<file path="config.mk">
export PLATFORM = sky130hd
export DESIGN_NAME = nbit_mwide_piso
export DESIGN_NICKNAME = d
export VERILOG_FILES = /design/src/rtl/nbit_piso_pkg.sv /design/src/rtl/piso_word_cnt.sv /design/src/rtl/nbit_mwide_piso.sv
export SDC_FILE = /design/constraint.sdc
export NUM_CORES = 1
export LEC_CHECK = 0
export CAP_MARGIN = 15
export CORE_AREA = 2 2 39 41
export DETAILED_ROUTE_END_ITERATION = 12
export DIE_AREA = 0 0 41 43
export PLACE_DENSITY = 0.71
export SLEW_MARGIN = 20
export SYNTH_ARGS = -nofsm -noshare
export SYNTH_HDL_FRONTEND = slang
export SYNTH_SLANG_ARGS = --single-unit
</file>
<file path="constraint.sdc">
create_clock -name Clk -period 3 [get_ports Clk]
set_input_delay 0.9 -clock Clk [delete_from_list [all_inputs] [get_ports Clk]]
set_output_delay 0.9 -clock Clk [all_outputs]
set_load 0.02 [all_outputs]
</file>
<file path="src/rtl/nbit_piso_pkg.sv">
// Shared types and sizing helpers for the nbit_mwide_piso frame shifter.
package nbit_piso_pkg;

  typedef enum logic {
    IDLE,
    SHIFT
  } state_e;

  localparam int unsigned DEF_N = 4;
  localparam int unsigned DEF_M = 2;

  function automatic int unsigned idx_w(input int unsigned m);
    return (m <= 1) ? 1 : $clog2(m);
  endfunction

endpackage

</file>
<file path="src/rtl/piso_word_cnt.sv">
// Modulo-M word index counter with synchronous clear, restart and a registered
// terminal-count flag that is high while the index sits on the frame's last word.
module piso_word_cnt
  import nbit_piso_pkg::*;
#(
  parameter int unsigned M = DEF_M,
  parameter int unsigned W = idx_w(M)
) (
  input  logic         clk,
  input  logic         clr,
  input  logic         start,
  input  logic         en,
  output logic [W-1:0] idx,
  output logic         tc
);

  logic [W-1:0] idx_q, idx_d;
  logic         tc_q, tc_d;

  always_comb begin
    idx_d = idx_q;
    tc_d  = tc_q;
    if (clr) begin
      idx_d = '0;
      tc_d  = 1'b0;
    end else if (start) begin
      idx_d = '0;
      tc_d  = (M == 1);
    end else if (en) begin
      if (32'(idx_q) == M - 1) begin
        idx_d = '0;
        tc_d  = (M == 1);
      end else begin
        idx_d = idx_q + 1'b1;
        tc_d  = (32'(idx_q) + 32'd1 == M - 1);
      end
    end
  end

  always_ff @(posedge clk) begin
    idx_q <= idx_d;
    tc_q  <= tc_d;
  end

  assign idx = idx_q;
  assign tc  = tc_q;

endmodule

</file>
<file path="src/rtl/nbit_mwide_piso.sv">
// Parallel-in / serial-out word shifter: loads an M-word frame, drains it one
// N-bit word per valid/ready handshake. Define NBIT_PISO_REVERSE_EN for word M-1 first.
module nbit_mwide_piso
  import nbit_piso_pkg::*;
#(
  parameter int unsigned N = DEF_N,
  parameter int unsigned M = DEF_M
) (
  input  logic           Clk,
  input  logic           Clr,
  input  logic [M*N-1:0] PI,
  input  logic           LdValid,
  output logic           LdReady,
  output logic [N-1:0]   SO,
  output logic           SOValid,
  input  logic           SOReady,
  output logic           SOLast
);

  localparam int unsigned W = idx_w(M);

  state_e         state_q, state_d;
  logic [M*N-1:0] frame_q, frame_d;
  logic [N-1:0]   so_q, so_d;
  logic           so_valid_q, so_valid_d;
  logic [W-1:0]   idx;
  logic           so_last;
  logic           out_hs, ld_hs;
  logic           cnt_clr, cnt_start, cnt_en;

  // Emission position i maps to frame word i, or M-1-i in the reversed build.
  function automatic logic [N-1:0] pick(input logic [M*N-1:0] f, input int unsigned i);
    int unsigned k;
    logic [N-1:0] r;
`ifdef NBIT_PISO_REVERSE_EN
    k = M - 1 - i;
`else
    k = i;
`endif
    r = '0;
    for (int unsigned j = 0; j < M; j++)
      if (j == k) r = f[j*N +: N];
    return r;
  endfunction

  assign out_hs  = so_valid_q & SOReady;
  assign LdReady = (state_q == IDLE) | (out_hs & so_last);
  assign ld_hs   = LdValid & LdReady;

  // A reload on the last handshake restarts the counter instead of clearing it.
  assign cnt_start = ld_hs;
  assign cnt_en    = out_hs & ~so_last;
  assign cnt_clr   = Clr | (out_hs & so_last & ~ld_hs);

  piso_word_cnt #(.M(M), .W(W)) u_cnt (
    .clk   (Clk),
    .clr   (cnt_clr),
    .start (cnt_start),
    .en    (cnt_en),
    .idx   (idx),
    .tc    (so_last)
  );

  always_comb begin
    state_d    = state_q;
    frame_d    = frame_q;
    so_d       = so_q;
    so_valid_d = so_valid_q;
    if (ld_hs) begin
      state_d    = SHIFT;
      frame_d    = PI;
      so_d       = pick(PI, 0);
      so_valid_d = 1'b1;
    end else if (state_q == SHIFT && out_hs) begin
      if (so_last) begin
        state_d    = IDLE;
        so_valid_d = 1'b0;
      end else begin
        so_d = pick(frame_q, 32'(idx) + 32'd1);
      end
    end
  end

  always_ff @(posedge Clk) begin
    if (Clr) begin
      state_q    <= IDLE;
      frame_q    <= '0;
      so_q       <= '0;
      so_valid_q <= 1'b0;
    end else begin
      state_q    <= state_d;
      frame_q    <= frame_d;
      so_q       <= so_d;
      so_valid_q <= so_valid_d;
    end
  end

  assign SO      = so_q;
  assign SOValid = so_valid_q;
  assign SOLast  = so_last;

endmodule
</file>
==> flow_summary.toml <==
[clock_network]
clkLatencyLatePin_ps = 260
clock_sinks = 10
cts_buffer_depth = 2
htreeDepth = 1
root_buffer = "clkbuf_4"
clk_pin_slew_ps = 70
numCtsBuffers = 3
holdBufCountCts = 0
cts_tree = "done"

[die]
die_area_um2 = 1763
start_util_pct = 35.71
io_pins = 19
num_rows = 14
die_h_um = 43
die_w_um = 41
core_area_um2 = 1384

[cells_and_area]
layout.nets = 94
synthToLayoutAreaGrowth_pct = 47.34
antenna_cells = 0
post-route-util_pct = 52.62
drive_gt1_share_pct = 12.35

[synth]
seq_area_frac_synth_pct = 40.51
synth_xor_area_share_pct = 1.772
synth_area_um2 = 494.2
synthTopCellsByCount = "a21oi_1 (10), dfxtp_1 (10), nor2_1 (9)"
synth_fa_ha_area_share_pct = 0
ys.flop_type = "dfxtp_1"
synth_top_cell_area_share_pct = 40.51
synth_fp_nets = 72
synth_edf_count = 0
synth_compound_area_share_pct = 30.13
async_flop_share_pct = 0
syn_inst = 60
synth_top_family_by_area = "compound AO/OA/AOI/OAI gates"
synth_seq_cells = 10
netlist_top_cells_area = "dfxtp_1 (41%), a21oi_1 (10%), o211a_1 (8.1%), o21ai_0 (8.1%), nor3b_1 (7.6%)"
synth_cell_types = 16
yosys.area.top_type = "dfxtp_1"
synth-simple-area-share_pct = 21.27
yosysWarnings = 0
syn_area_per_cell_um2 = 8.237
synthMuxAreaShare_pct = 0

[global_route]
overflow = 0
grt_pass1_wl_um = 1787
grt_pass1_vias = 436
antenna_found_initial = 0
grt_usage_pct = 14.89
grt_max_degree = 12

[timing]
finalMaxSlewViolations = 0
hold_viol_final = 0
min_period_ps = 2822
worst_pin_slew_ps = 437.3
setup_ws_ps = 178.3
period_share_pct = 94.06
fmax_mhz = 354.4
slew_headroom_pct = 70.76
finalSetupViolCount = 0
finalClockSkew_ps = 1.870
rsz0062_at_grt = "false"

[worst_setup_path]
endpoint_kind = "primary output"
crit_path_max_fanout = 2
crit_type = "in -> out"
slowest_delay_ps = 470
cp-start-kind = "input pin"
startpoint = "SOReady"
cpMaxStageDelayCell = "clkdlybuf4s50_1"
arrival_ps = 1920
critical_path.cell_chain = "clkdlybuf4s50_1 -> a21boi_4 -> inv_2 -> dlygate4sd2_1"
required_ps = 2100
worstReg2RegStart = "u_cnt.tc"

[routing]
wl_per_cell_um = 11.74
drt_pass1_iterations = 4
vias_per_cell = 4.959
vias = 481
routed_wl_um = 1139
drtIter0Drc = 6
drcViolationCount = 0
drtAntennaViolNets = 0

[flow_run]
drv_cap = 0

[power]
p_leak_nw = 0.3075
powerDensity_nw_per_um2 = 487.6
vdd_ir_drop_max_mv = 0.2958

[placed_design]
dp_hpwl_um = 815.5
gp_congestion = 0.7586
io_buffers = 18
post-place-ws_ps = -72.13

[status]
status = "complete, no violations"

[worst_hold_path]
timing.hold.worst.start = "frame_q[4]"
hold_class = "reg -> reg"
## cell usage in the layout (no fill, tap or decap)
master	netlist	routed
o211a_1	4	4
dfxtp_1	10	10
or2b_1	1	1
nand2_2	1	1
inv_1	1	1
o21ai_0	8	8
nor2_1	9	9
clkdlybuf4s50_1	0	17
dlygate4sd2_1	0	1
a21oi_1	10	10
a21boi_4	1	1
xor2_1	1	1
nand3_1	4	4
clkbuf_4	0	3
nor3b_1	5	5
buf_4	2	3
clkbuf_8	0	1
inv_2	1	1
## worst paths after layout
path / endpoint / depth (start not counted) / slack, ps
worst max-delay path: LdReady / 4 / 180
worst min-delay path: frame_q[4] / 2 / 480
worst min register to register: frame_q[4] / 2 / 480
worst max register to register: SO[3] / 5 / 1740
## final cells by class
class,count,area [µm²]
fillers,136,655.6
multi-input cells,44,262.8
repair buffers,21,201.4
flip-flops and latches,10,200.2
clock buffers,4,36.28
well taps,16,20.02
inverters,2,7.507
## metrics by stage
| step | power (mW) | TNS, ps | std cells | cell area (µm²) | hold WS (ps) |
|---|---|---|---|---|---|
| 3_5_place_dp | 0.2378 | -72.13 | 93 | 693.2 | 471.1 |
| 4_1_cts | 0.3599 | 0 | 97 | 728.2 | 483.6 |
| 5_1_grt | 0.3743 | 0 | 97 | 728.2 | 505.0 |
| 6_report | 0.3551 | 0 | 97 | 728.2 | 484.3 |
| 2_1_floorplan | 0.1988 | 0 | 60 | 494.2 | 454.4 |
| 3_3_place_gp | 0.2371 | -76.21 | 93 | 693.2 | 472.7 |
## cell families after synthesis
kind of cell           count (synthesis)
XOR/XNOR                               1
flip-flops                            10
buffers and inverters                  6
AO/OA/AOI/OAI                         23
AND/OR/NAND/NOR                       20
## report_power, final
group / internal, mW / switching [mW]
sequential: 0.143 / 0.00922
clock: 0.0737 / 0.0477
combinational: 0.0446 / 0.0369
## state kept, by name, indices dropped and copies added (netlist names)
signal    count
SOValid       1
SO            4
frame_q       4
u_cnt.tc      1
## repair_timing
item,CTS,global route
endpoints found under the setup margin,1,0
resized for setup,1,0
setup buffers,0,0
## critical path, delay by kind of cell
family / cells / cell delay, ps
compound gates: 1 / 190
buf+inv: 3 / 830
## layer usage
| layer | part of all wire, % | GRT usage, % | vias up |
|---|---|---|---|
| met3 | 4.5 | 3.141 | 2 |
| met1 | 52 | 22.01 | 212 |
| met2 | 42 | 18.44 | 13 |
| li1 | - | - | 254 |
| met4 | 1.2 | 10.00 | 0 |
| met5 | 0 | 0 | - |
Note: power is estimated with default switching activity, not from simulation.
